## config.mk

```make
export PLATFORM = sky130hd
export DESIGN_NAME = huffman_bit_feeder
export DESIGN_NICKNAME = d
export VERILOG_FILES = /design/src/rtl/huffman_bit_feeder.sv
export SDC_FILE = /design/constraint.sdc
export NUM_CORES = 1
export LEC_CHECK = 0
export ABC_AREA = 1
export BUFFER_PORTS_ARGS = -buffer_cell sky130_fd_sc_hd__buf_2
export CAP_MARGIN = 15
export CELL_PAD_IN_SITES_DETAIL_PLACEMENT = 1
export CELL_PAD_IN_SITES_GLOBAL_PLACEMENT = 1
export CORE_ASPECT_RATIO = 0.6
export CORE_MARGIN = 2
export CORE_UTILIZATION = 36
export CTS_CLUSTER_SIZE = 28
export DETAILED_ROUTE_END_ITERATION = 10
export GPL_TIMING_DRIVEN = 0
export PLACE_DENSITY = 0.84
export SLEW_MARGIN = 10
export SYNTH_ARGS = -nofsm -noshare
export SYNTH_HDL_FRONTEND = slang
export SYNTH_SLANG_ARGS = --single-unit
```

## constraint.sdc

```tcl
create_clock -name clk -period 2.4 [get_ports clk]
set_input_delay 0.12 -clock clk [delete_from_list [all_inputs] [get_ports clk]]
set_output_delay 0.12 -clock clk [all_outputs]
set_load 0.03 [all_outputs]
```

## src/rtl/huffman_bit_feeder.sv

```systemverilog
// Byte-to-bit front end for the Huffman symbol decoder: left-aligned bit buffer, comparator window, symbol output.
// Optional HUFF_SYM_COUNT_EN adds sym_count, a per-stream count of symbol handshakes.
module huffman_bit_feeder #(
  parameter int MAX_CODE = 9,
  parameter int BUF_W    = 16
) (
  input  logic                clk,
  input  logic                rst,
  input  logic [7:0]          in_data,
  input  logic                in_valid,
  input  logic                in_last,
  output logic                in_ready,
  output logic [MAX_CODE-1:0] shift_buf,
  output logic [3:0]          bit_count,
  input  logic                match_flag,
  input  logic [3:0]          match_symbol,
  input  logic [3:0]          match_len,
  output logic [3:0]          sym_data,
  output logic                sym_valid,
  input  logic                sym_ready,
  output logic                done,
  output logic                err
`ifdef HUFF_SYM_COUNT_EN
  ,
  output logic [15:0]         sym_count
`endif
);

  localparam int CW = $clog2(BUF_W + 1);
  localparam logic [CW-1:0]       FILL_MAX = CW'(BUF_W - 8);
  localparam logic [CW-1:0]       CODE_MAX = CW'(MAX_CODE);
  localparam logic [CW-1:0]       BYTE_W   = CW'(8);
  localparam logic [MAX_CODE-1:0] WIN_ONES = '1;

  typedef enum logic {RUN, DRAIN} state_t;

  state_t            state, state_n;
  logic [BUF_W-1:0]  bit_buf, buf_n;
  logic [CW-1:0]     count, count_n;
  logic [3:0]        sym_data_n;
  logic              sym_valid_n, done_n, err_n;

  logic [CW-1:0]     len;
  logic [BUF_W-1:0]  byte_word;
  logic              hit, consume, in_hs, stuck, drain_exit;

  assign len        = CW'(match_len);
  assign hit        = match_flag && (match_len != 4'd0) && (len <= count);
  assign consume    = hit && (!sym_valid || sym_ready);
  assign in_ready   = (state == RUN) && (count <= FILL_MAX);
  assign in_hs      = in_valid && in_ready;
  assign stuck      = !hit && (count >= CODE_MAX);
  assign drain_exit = (state == DRAIN) && !hit && (count < CODE_MAX) &&
                      (!sym_valid || sym_ready);
  assign byte_word  = {in_data, {(BUF_W-8){1'b0}}};

  // Bits below count are already zero by construction; the mask keeps the window contract explicit.
  assign shift_buf  = bit_buf[BUF_W-1 -: MAX_CODE] & ~(WIN_ONES >> count);
  assign bit_count  = (count >= CODE_MAX) ? 4'(MAX_CODE) : 4'(count);

  always_comb begin
    state_n     = state;
    buf_n       = bit_buf;
    count_n     = count;
    sym_data_n  = sym_data;
    sym_valid_n = sym_valid;
    done_n      = 1'b0;
    err_n       = err;

    if (sym_ready) sym_valid_n = 1'b0;
    if (consume) begin
      sym_data_n  = match_symbol;
      sym_valid_n = 1'b1;
      buf_n       = bit_buf << len;
      count_n     = count - len;
    end

    if (stuck) begin
      err_n   = 1'b1;
      buf_n   = '0;
      count_n = '0;
      if (state == DRAIN) begin
        done_n  = 1'b1;
        state_n = RUN;
      end
    end else if (drain_exit) begin
      buf_n   = '0;
      count_n = '0;
      done_n  = 1'b1;
      state_n = RUN;
    end

    // Append lands behind whatever survives this cycle's consume/clear.
    if (in_hs) begin
      buf_n   = buf_n | (byte_word >> count_n);
      count_n = count_n + BYTE_W;
      if (in_last) state_n = DRAIN;
    end
  end

  always_ff @(posedge clk) begin
    if (rst) begin
      state     <= RUN;
      bit_buf   <= '0;
      count     <= '0;
      sym_data  <= '0;
      sym_valid <= 1'b0;
      done      <= 1'b0;
      err       <= 1'b0;
    end else begin
      state     <= state_n;
      bit_buf   <= buf_n;
      count     <= count_n;
      sym_data  <= sym_data_n;
      sym_valid <= sym_valid_n;
      done      <= done_n;
      err       <= err_n;
    end
  end

`ifdef HUFF_SYM_COUNT_EN
  always_ff @(posedge clk) begin
    if (rst || done) begin
      sym_count <= '0;
    end else if (sym_valid && sym_ready) begin
      sym_count <= sym_count + 16'd1;
    end
  end
`endif

endmodule

```

# After elaboration in Yosys (flattened, before gate mapping)
# Index checks and enable logic that the tools add are counted.
# word_totals
ff_bits	29
input_bits	22
output_inout_bits	21
elab_cells	52
# classes
add_sub_neg	2
order_cmp	4
n_shift	3
mux	18
bitwise	4
n_reduce_logical	14
# ops
cell	n
2-to-1 mux 16 bit	4
2-to-1 mux 5 bit	4
OR 16 bit	1
<< shifter 16 x 4 -> 16 bit	1
right shift 16 x 5 -> 16 bit	1
bitwise AND 9 bit	1
logical AND 1 bit	9
2-to-1 mux 1 bit	9
inverter 9 bit	1
right shift 9 x 5 -> 9 bit (first input constant)	1
adder 5 x 4 -> 5 bit (second input constant)	1
greater-or-equal comparator 5 x 4 -> 1 bit (second input constant)	1
less-or-equal comparator 4 x 5 -> 1 bit	1
less-or-equal comparator 5 x 4 -> 1 bit (second input constant)	1
< comparator 5 x 4 -> 1 bit (second input constant)	1
subtractor 5 x 4 -> 5 bit	1
2-to-1 mux 4 bit	1
nonzero test 4 bit	1
zero test 1 bit	2
nonzero test 2 bit	1
logical OR 1 bit	1
inverter 1 bit	1

# Depth between registers and ports, before layout
# Gate-level depths: netlist of run 1.
# logic_depth
ltp_word	12
mapped_depth	21
mapped_depth_nobuf	20

# Worst setup path before layout of run 1
# No wires, ideal clock.
# synth_timing
path_kind	input port to flip-flop
startpoint	input match_len[2]
endpoint	register bit_buf[3]
setup_time_ns	0.132
arrival_ns	2.171
t_required_ns	2.268
path_slack_ns	0.097
cell_stages	19
path_buffers	3
cell_sequence	buf_2 -> inv_1 -> clkbuf_1 -> ha_1 -> nand2_1 -> nor2_1 -> nor2_1 -> nand2_2 -> nand2_4 -> nand3_4 -> nand2_8 -> inv_4 -> buf_4 -> nand3_1 -> nand3_1 -> nand3_1 -> nand3_1 -> nand2_1 -> a21oi_1
# synth_between
elab_chain_cells	12
elab_cells_between_ends	21
classes_between	add/sub: 1; order compare: 1; shift: 2; mux: 7; bitwise: 1; reduce/logical: 9
# synth_lines
element	line_no	source
from (decl)	17	input logic [3:0] match_len,
branches (longest 11 deep; another with less-or-equal comparator 4 x 5 -> 1 bit)	--	
2-to-1 mux 16 bit *	94	if (in_hs) begin
to (signal assigned)	112	bit_buf <= buf_n;
to (decl)	38	logic [BUF_W-1:0] bit_buf, buf_n;
# Mark *: on every way between the ends.
# A chain may end at the register's enable or synchronous reset.

# Worst setup path in the final report of run 1
# layout_timing
startpoint	register count[0]
endpoint	register bit_buf[6]
# layout_between
elab_chain_cells	11
elab_cells_between_ends	23
classes_between	add/sub: 1; order compare: 4; shift: 1; mux: 7; bitwise: 1; reduce/logical: 9
# layout_lines
element	line_no	source
from (decl)	39	logic [CW-1:0] count, count_n;
from (signal assigned)	113	count <= count_n;
less-or-equal comparator 4 x 5 -> 1 bit	48	assign hit = match_flag && (match_len != 4'd0) && (len <= count);
logical AND 1 bit	48	
zero test 1 bit	52, 53	
logical AND 1 bit (3 in series)	53	assign drain_exit = (state == DRAIN) && !hit && (count < CODE_MAX) &&
2-to-1 mux 5 bit	86	end else if (drain_exit) begin
2-to-1 mux 5 bit	78	if (stuck) begin
right shift 16 x 5 -> 16 bit	95	buf_n = buf_n | (byte_word >> count_n);
OR 16 bit	95	
2-to-1 mux 16 bit *	94	
# Mark *: on every way between the ends. The rest lies on a longest branch, timed or not.

==> results of run 1 <==
[cell families (layout without fill, tap and decap cells)]
group | count (synthesis) | in the layout
xor+xnor | 2 | 2
mux | 1 | 1
simple gates | 224 | 225
flops | 29 | 29
fa+ha+maj | 5 | 5
compound gates | 109 | 109
buf+inv | 67 | 145
[stage by stage]
| stage | hold WS (ns) | instance area (µm²) |
|---|---|---|
| 2_1_floorplan | 0.265 | 2660 |
| 3_3_place_gp | 0.369 | 2980 |
| 3_5_place_dp | 0.382 | 2980 |
| 4_1_cts | 0.0816 | 3220 |
| 5_1_grt | 0.113 | 3950 |
| 6_report | 0.0839 | 3950 |
[cells in the final DEF (no fill, tap or decap), types with 4 or more instances in the layout]
| cell | synthesis | routed |
|---|---|---|
| sky130_fd_sc_hd__a21oi_1 | 39 | 31 |
| sky130_fd_sc_hd__a21oi_2 | 0 | 8 |
| sky130_fd_sc_hd__buf_2 | 6 | 44 |
| sky130_fd_sc_hd__buf_4 | 2 | 21 |
| sky130_fd_sc_hd__buf_6 | 0 | 8 |
| sky130_fd_sc_hd__buf_8 | 1 | 4 |
| sky130_fd_sc_hd__clkbuf_1 | 13 | 9 |
| sky130_fd_sc_hd__clkbuf_16 | 0 | 6 |
| sky130_fd_sc_hd__dfxtp_1 | 29 | 25 |
| sky130_fd_sc_hd__ha_4 | 0 | 4 |
| sky130_fd_sc_hd__inv_1 | 37 | 35 |
| sky130_fd_sc_hd__nand2_1 | 110 | 93 |
| sky130_fd_sc_hd__nand2_2 | 9 | 19 |
| sky130_fd_sc_hd__nand2_4 | 4 | 8 |
| sky130_fd_sc_hd__nand2_8 | 1 | 4 |
| sky130_fd_sc_hd__nand3_1 | 45 | 19 |
| sky130_fd_sc_hd__nand3_2 | 1 | 24 |
| sky130_fd_sc_hd__nand3_4 | 3 | 6 |
| sky130_fd_sc_hd__nand4_1 | 4 | 4 |
| sky130_fd_sc_hd__nor2_1 | 31 | 27 |
| sky130_fd_sc_hd__nor2_2 | 2 | 4 |
| sky130_fd_sc_hd__nor2_4 | 3 | 6 |
| sky130_fd_sc_hd__nor3_1 | 5 | 5 |
| sky130_fd_sc_hd__o211ai_1 | 11 | 11 |
| sky130_fd_sc_hd__o21ai_0 | 41 | 39 |
[what timing repair did]
action / in CTS / in global routing
hold endpoints to repair: 0 / 0
setup endpoints to repair: 17 / 16
buffers inserted: 1 / 29
gates resized for setup: 18 / 115
pin swaps: 3 / 39
cloned: 0 / 2
[layer usage]
metal | global-route usage, % | part of all wire (%)
met1 | 40.4 | 40
met2 | 37.8 | 44
met3 | 5.40 | 11
met4 | 4.69 | 5.2
met5 | 0 | 0
[path summary, 6_finish.rpt]
check | startpoint | end | slack [ns] | cells after the start
max | count[0]$_SDFF_PP0_ | bit_buf[6]$_SDFF_PP0_ | -0.27 | 15
min | match_symbol[2] | sym_data[2]$_SDFFE_PP0N_ | 0.08 | 3
max reg2reg | count[0]$_SDFF_PP0_ | bit_buf[6]$_SDFF_PP0_ | -0.27 | 15
min reg2reg | sym_data[1]$_SDFFE_PP0N_ | sym_data[1]$_SDFFE_PP0N_ | 0.47 | 2
[area by class of cell]
class	count	area (µm²)	share of cell area, %
repair buffers	72	519	13.2
multi-input cells	342	2210	56.1
plain buffers	20	138	3.49
well taps	91	114	2.89
inverters	45	213	5.39
clock buffers	7	153	3.87
clock inverters	1	5.00	0.127
flip-flops and latches	29	591	15.0
[flip-flops by register name, indices dropped and copies added, names as in the netlist]
signal,cells
bit_buf,16
err,1
count,5
sym_valid,1
done,1
sym_data,4
state,1
[where the power goes]
group,internal [µW],total [µW],switching (µW)
clock network,439,676,238
logic,1680,4680,3000
registers,654,813,159
total,2770,6170,3400
[worst register-to-register path, stage by stage (launching register included)]
cell and delay (ns):
sky130_fd_sc_hd__dfxtp_4 0.38, sky130_fd_sc_hd__inv_6 0.05, sky130_fd_sc_hd__ha_4 0.27, sky130_fd_sc_hd__nand2_2 0.05, sky130_fd_sc_hd__nor2_2 0.14, sky130_fd_sc_hd__nor2_2 0.07
sky130_fd_sc_hd__nand2_4 0.09, sky130_fd_sc_hd__nand3_4 0.14, sky130_fd_sc_hd__buf_6 0.17, sky130_fd_sc_hd__inv_8 0.07, sky130_fd_sc_hd__clkbuf_2 0.28, sky130_fd_sc_hd__o21ai_0 0.19
sky130_fd_sc_hd__o21ai_0 0.19, sky130_fd_sc_hd__nor2_1 0.13, sky130_fd_sc_hd__nor2_1 0.23, sky130_fd_sc_hd__a21oi_1 0.10
==> results.md, run 1 <==
- Outcome: finished with violations
- Failing checks: setup timing
- Main combinational cell family by area after synthesis: simple AND/OR/NAND/NOR gates
- Most numerous cell types in the synthesized netlist: sky130_fd_sc_hd__nand2_1 (110), sky130_fd_sc_hd__nand3_1 (45), sky130_fd_sc_hd__o21ai_0 (41)
- Sum of negative setup slack: -0.955 ns
- Fin util: a little over half
- Area of the die: 8100 µm²
- Die span in x: 115 µm
- Element type at the critical path end: flip-flop
- Post-synthesis compound-gate area fraction: a little under a quarter
- Worst-case setup slack after placement: -0.640 ns
- Part of the cycle the worst path needs: 111%
- DIE HEIGHT: between 70 and 80 µm
- GR Util All Layers: a little over a quarter
- Max H-tree Level: 2
- Number of antenna violations at the first check in global routing: 0
- Count of antenna-violating nets left after detailed routing: 0
- Synthesis-to-finish area growth: 48.6%
- TritonCTS Buffers: 5
- Number of enable flip-flop cells after synthesis: 0
- Port-buffer cells: 41
- Slowest cell on the critical path: sky130_fd_sc_hd__dfxtp_4
- Number of hold violations in the final report: 0
- Count leader, synth: sky130_fd_sc_hd__nand2_1
- DRC violation count after routing: 0
- HPWL after detailed placement: between 8 and 9 mm
- Number of sinks on the clock net: 29
- CP Class: reg2reg
- # setup viols final: 13
- Number of DRC markers after the initial detailed-route iteration: ~360
- Highest clock frequency the design can meet: between 300 and 400 MHz
- Simple logic cell fraction of the synthesized area: about two fifths
- Clock root buffer: sky130_fd_sc_hd__clkbuf_16
- Kind of cell adding the most delay to the critical path: simple AND/OR/NAND/NOR gates
- Worst endpoint data arrival time: roughly 2.8 ns
- P_leak: ~0.0017 µW
- Count of synthesis-stage warnings from yosys: 0
- First-pass GRT wire length: approximately 17 mm
- Clock Latency Late Sink: between 0.2 and 0.3 ns
- I/O Pins: 43
- Synthesized area per cell: approximately 6.1 µm²
- Hold Path Class: in2reg
- Layout Skew: roughly 0.0067 ns
- Worst Max-Slew Pin Slew: 0.702 ns
- Post-synth cell types: 43
- Number of cell rows: 24
- Fraction of registers with async set or reset after synthesis: 0%
- Post-synth top flop: sky130_fd_sc_hd__dfxtp_1
- Largest buffer count on any clock path: 2
- Number of storage elements in the synthesis netlist: 29
- TritonCTS clock tree: yes
- DR vias: 3737
- Nature of the critical path startpoint: flip-flop
- Layout cells sized above 1: between 30% and 40%
- Count of maximum capacitance violations: 0
- Area of the core: between 7000 and 8000 µm²
- Post-route minimum period: between 2 and 3 ns
- Buffers plus inverters on the worst setup path: 4
- Mapped Nets: 464
- Post-synthesis share of cell area spent on xor and xnor gates: less than 1%
- Max-slew violation count: 0
- Setup slack after layout: -0.272 ns
- Crit path largest cell delay: around 0.38 ns
- Top cells by area, synth: sky130_fd_sc_hd__dfxtp_1 (22%), sky130_fd_sc_hd__nand2_1 (16%), sky130_fd_sc_hd__nand3_1 (8.5%)
- Post-synth top area cell: sky130_fd_sc_hd__dfxtp_1
- Number of fill cells: around 940
- Clock-pin transition on the worst setup and hold timing paths: 0.05 ns
- Starting Density: between 30% and 40%
- Hold_buf cts: 0
- Critical path peak fanout: 10
- Worst path cell trace: inv_6 > ha_4 > nand2_2 > nor2_2 > nor2_2 > nand2_4 > nand3_4 > buf_6 > inv_8 > clkbuf_2 > o21ai_0 > o21ai_0 > nor2_1 > nor2_1 > a21oi_1
- Cell count after synthesis: between 400 and 500
- Fraction of synthesized area in multiplexers: less than 1%
- First-pass detailed-route iteration total: 6
- Areal power density over the cells: roughly 1600 nW/µm²
- Data required time at the worst endpoint: 2.55 ns
- Final GP Congestion: 0.948
- Total power: slightly above 6000 µW
- Vias per cell: 6.16
- Net total in the final layout: ~540
- Maximum number of pins on one net before global-route repair: 13
- Vias in the first global route: between 3000 and 4000
- Share of the yosys chip area belonging to registers: 21.9%
- Count of placed standard cells in the final layout, fillers left out: 607
- Adder and majority gate portion of the synthesized area: 2.64%
- Netlist area before placement: about 2700 µm²
- Placed Cells: around 570
- Maximum ir drop on the vdd rail: approximately 0.52 mV
- Worst max-slew margin expressed relative to the limit: ~53%
- WL/cell: 22.9 µm
- Diode insertion count for antenna repair: 0
- Overflow left after global routing: 0
- Aggregate routed wire length: 13.9 mm
- Top cell type's share of synthesized area: a little over a fifth
Power figures use the tool's default switching activity.
==> inputs of run 2 (changes only) <==
--- a/config.mk
+++ b/config.mk
@@ -12,11 +12,12 @@
 export CELL_PAD_IN_SITES_GLOBAL_PLACEMENT = 1
 export CORE_ASPECT_RATIO = 0.6
 export CORE_MARGIN = 2
-export CORE_UTILIZATION = 36
+export CORE_UTILIZATION = 37
+export CTS_BUF_LIST = sky130_fd_sc_hd__clkbuf_8
 export CTS_CLUSTER_SIZE = 28
 export DETAILED_ROUTE_END_ITERATION = 10
 export GPL_TIMING_DRIVEN = 0
-export PLACE_DENSITY = 0.84
+export PLACE_DENSITY = 0.85
 export SLEW_MARGIN = 10
 export SYNTH_ARGS = -nofsm -noshare
 export SYNTH_HDL_FRONTEND = slang
==> results.md, run 2 (same netlist as run 1, synthesis figures left out) <==
- Registers with the highest flip-flop counts: bit_buf (16), count (5), sym_data (4)
- Reg-to-reg slack, setup: -0.18 ns (+0.09 ns)
- Worst-case setup slack after placement: -0.761 ns (-0.121 ns)
- Worst endpoint data arrival time: 2.78 ns (-0.04 ns)
- Nature of the critical path startpoint: flip-flop
- Vias per cell: 6.21 (+0.87%)
- Post-route minimum period: 2.58 ns (-0.0950 ns)
- Port-buffer cells: 41 (unchanged)
- Leading cell type in the layout, fill and taps excluded: sky130_fd_sc_hd__nand2_1
- Worst hold endpoint: sym_data[0]$_SDFFE_PP0N_
- Share of power burned in registers: 13.9% (+0.7 points)
- Worst min-delay path startpoint: match_symbol[0]
- TritonCTS clock tree: yes
- Net total in the final layout: 544 (+0.37%)
- Area of the core: 6820 µm² (-5.4%)
- Number of flip-flops in the largest register: 16 (unchanged)
- Area of the die: 7900 µm² (-2.6%)
- CP Class: reg2reg
- Sum of negative setup slack: -0.559 ns (+0.396 ns)
- Switching part of the total: 56.8% (+1.7 points)
- Unrepaired setup endpoints after global routing: yes
- DRC violation count after routing: 0 (unchanged)
- Part of the total power dissipated in the clock network: 8.1% (-2.9 points)
- Critical path startpoint: count[0]$_SDFF_PP0_
- Vias in the first global route: 3267 (+3.9%)
- Combinational group share of total power: 78.0% (+2.1 points)
- Final GP Congestion: 0.956 (+0.89%)
- Number of antenna violations at the first check in global routing: 0 (unchanged)
- Worst R2R End: bit_buf[7]$_SDFF_PP0_
- Clock-pin transition on the worst setup and hold timing paths: 0.07 ns (+0.02 ns)
- WL/cell: 23.1 µm (+1.0%)
- DIE HEIGHT: 69.6 µm (-1.3%)
- Clock root buffer: sky130_fd_sc_hd__clkbuf_8
- GRT met3 Usage: 6.56% (+1.2 points)
- Areal power density over the cells: 1550 nW/µm² (-1.2%)
- HPWL after detailed placement: 8.38 mm (+1.9%)
- # setup viols final: 12 (-1)
- Layout Skew: 0.00941 ns (+0.00270 ns)
- Synthesis-to-finish area growth: 44.1%
- Max-slew violation count: 0 (unchanged)
- Max H-tree Level: 2 (unchanged)
- Aggregate routed wire length: 14.0 mm (+0.70%)
- Starting Density: 38.9% (+2.1 points)
- Worst max-slew margin expressed relative to the limit: 57.8% (+4.6 points)
- Hold Path Class: in2reg
- Register with the most flip-flops: bit_buf
- Number of cell rows: 23 (-4.2%)
- Die span in x: 113 µm (-1.3%)
- Cell depth of the worst hold path: 3 (unchanged)
- Start of the worst register-to-register path: count[0]$_SDFF_PP0_
- Highest clock frequency the design can meet: 388 MHz (+3.7%)
- DR vias: 3757 (+0.54%)
- Worst Reg-to-Reg Cells: 18 (+3)
- Number of sinks on the clock net: 29 (unchanged)
- Layout cells sized above 1: 38.8% (+0.043 points)
- Clock Latency Late Sink: 0.30 ns (about the same)
- GRT busiest layer: met1
- Maximum ir drop on the vdd rail: 0.777 mV (+50%)
- Critical path peak fanout: 10 (unchanged)
- Setup slack after layout: -0.177 ns (+0.0950 ns)
- Count of antenna-violating nets left after detailed routing: 0 (unchanged)
- Number of DRC markers after the initial detailed-route iteration: 412 (+16%)
- TritonCTS Buffers: 5 (unchanged)
- Part of the cycle the worst path needs: 107% (-4.0 points)
- Outcome: finished with violations
- Net Sw Power: 3360 µW (-1.1%)
- Worst Max-Slew Pin Slew: 0.633 ns (-0.0687 ns)
- Data required time at the worst endpoint: 2.61 ns (+0.06 ns)
- I/O Pins: 43 (unchanged)
- Most used cells in the layout excluding fill and tap cells: sky130_fd_sc_hd__nand2_1 (93), sky130_fd_sc_hd__buf_2 (45), sky130_fd_sc_hd__o21ai_0 (39)
- Maximum number of pins on one net before global-route repair: 13 (unchanged)
- GR Util All Layers: 27.4% (+1.2 points)
- Element type at the critical path end: flip-flop
- Count of maximum capacitance violations: 0 (unchanged)
- Cell-internal power: 2550 µW (-7.9%)
- P_leak: 0.00166 µW (-1.7%)
- First-pass GRT wire length: 17.2 mm (+3.2%)
- First-pass detailed-route iteration total: 6 (unchanged)
- Fraction of met2 tracks used by global routing: 40.0% (+2.2 points)
- Largest buffer count on any clock path: 2 (unchanged)
- Number of hold violations in the final report: 0 (unchanged)
- Overflow left after global routing: 0 (unchanged)
- Met1 GRT Util: 41.3% (+0.83 points)
- Failing checks: setup timing
- Diode insertion count for antenna repair: 0 (unchanged)
-- run 2: changes by cell type in the layout (fill, tap and decap cells not counted), sizes merged --
cell / change
buf: +2
-- run 2: power groups by stage --
stage / Combinational, µW / Sequential [µW] / Clock, µW
2_1_floorplan: 2180 / 787 / 0
3_3_place_gp: 2880 / 781 / 0
3_5_place_dp: 2990 / 788 / 0
4_1_cts: 3240 / 778 / 468
5_1_grt: 4840 / 836 / 493
6_report: 4610 / 823 / 477
-- run 2: per-stage QoR --
step | util (%) | power, µW | hold slack, ns | instances | cell area, µm²
after floorplan | - | 2970 | 0.265 | 437 | 2660
after global placement | 43.6 | 3660 | 0.371 | 565 | 2970
after detailed placement | 43.6 | 3780 | 0.385 | 565 | 2970
after CTS | 46.5 | 4480 | 0.0674 | 577 | 3170
after global routing | 56.1 | 6170 | 0.0831 | 605 | 3830
final | 56.1 | 5910 | 0.0729 | 605 | 3830
-- run 2: how the worst max path moves through the flow --
stage                            end  cells past startpoint
2_1_floorplan  bit_buf[3]$_SDFF_PP0_                     19
3_3_place_gp   bit_buf[3]$_SDFF_PP0_                     17
3_5_place_dp   bit_buf[3]$_SDFF_PP0_                     17
4_1_cts        bit_buf[1]$_SDFF_PP0_                     14
5_1_grt        bit_buf[7]$_SDFF_PP0_                     18
6_report       bit_buf[7]$_SDFF_PP0_                     18
-- run 2: area by class of cell --
| type | instances | area [µm²] |
|---|---|---|
| Clock buffer | 7 | 96.3 |
| Tap cell | 87 | 109 |
| Fill cell | 908 | 2990 |
| Multi-Input combinational cell | 342 | 2170 |
| Clock inverter | 1 | 5.00 |
| Buffer | 20 | 143 |
| Sequential cell | 29 | 591 |
| Timing Repair Buffer | 74 | 503 |
| Inverter | 45 | 210 |
-- run 2: what timing repair did --
item / CTS / global route
gates resized for setup: 17 / 105
pin swaps: 4 / 28
setup buffers: 6 / 26
hold buffers: 0 / 0
cloned: 0 / 2
endpoints found under the setup margin: 17 / 20
-- run 2: worst max-delay path, stage by stage (launching register included) --
cell and delay [ns]:
sky130_fd_sc_hd__dfxtp_4 0.39, sky130_fd_sc_hd__inv_4 0.06, sky130_fd_sc_hd__ha_4 0.28, sky130_fd_sc_hd__nand2_2 0.06, sky130_fd_sc_hd__nor2_2 0.12, sky130_fd_sc_hd__nor2_2 0.06
sky130_fd_sc_hd__nand2_2 0.12, sky130_fd_sc_hd__nand3_4 0.12, sky130_fd_sc_hd__buf_4 0.16, sky130_fd_sc_hd__nand2_2 0.06, sky130_fd_sc_hd__o21ai_4 0.08, sky130_fd_sc_hd__nand2_4 0.11
sky130_fd_sc_hd__buf_12 0.12, sky130_fd_sc_hd__inv_8 0.05, sky130_fd_sc_hd__nor2_4 0.13, sky130_fd_sc_hd__nand2_1 0.10, sky130_fd_sc_hd__a21oi_2 0.13, sky130_fd_sc_hd__nand2_1 0.11
sky130_fd_sc_hd__a21oi_1 0.22
-- run 2: routing by layer --
metal  up-vias  part of all wire (%)
met3        80                    10
li1       1616                     -
met2       267                    45
met5         -                     0
met4         0                   4.3
met1      1794                    41
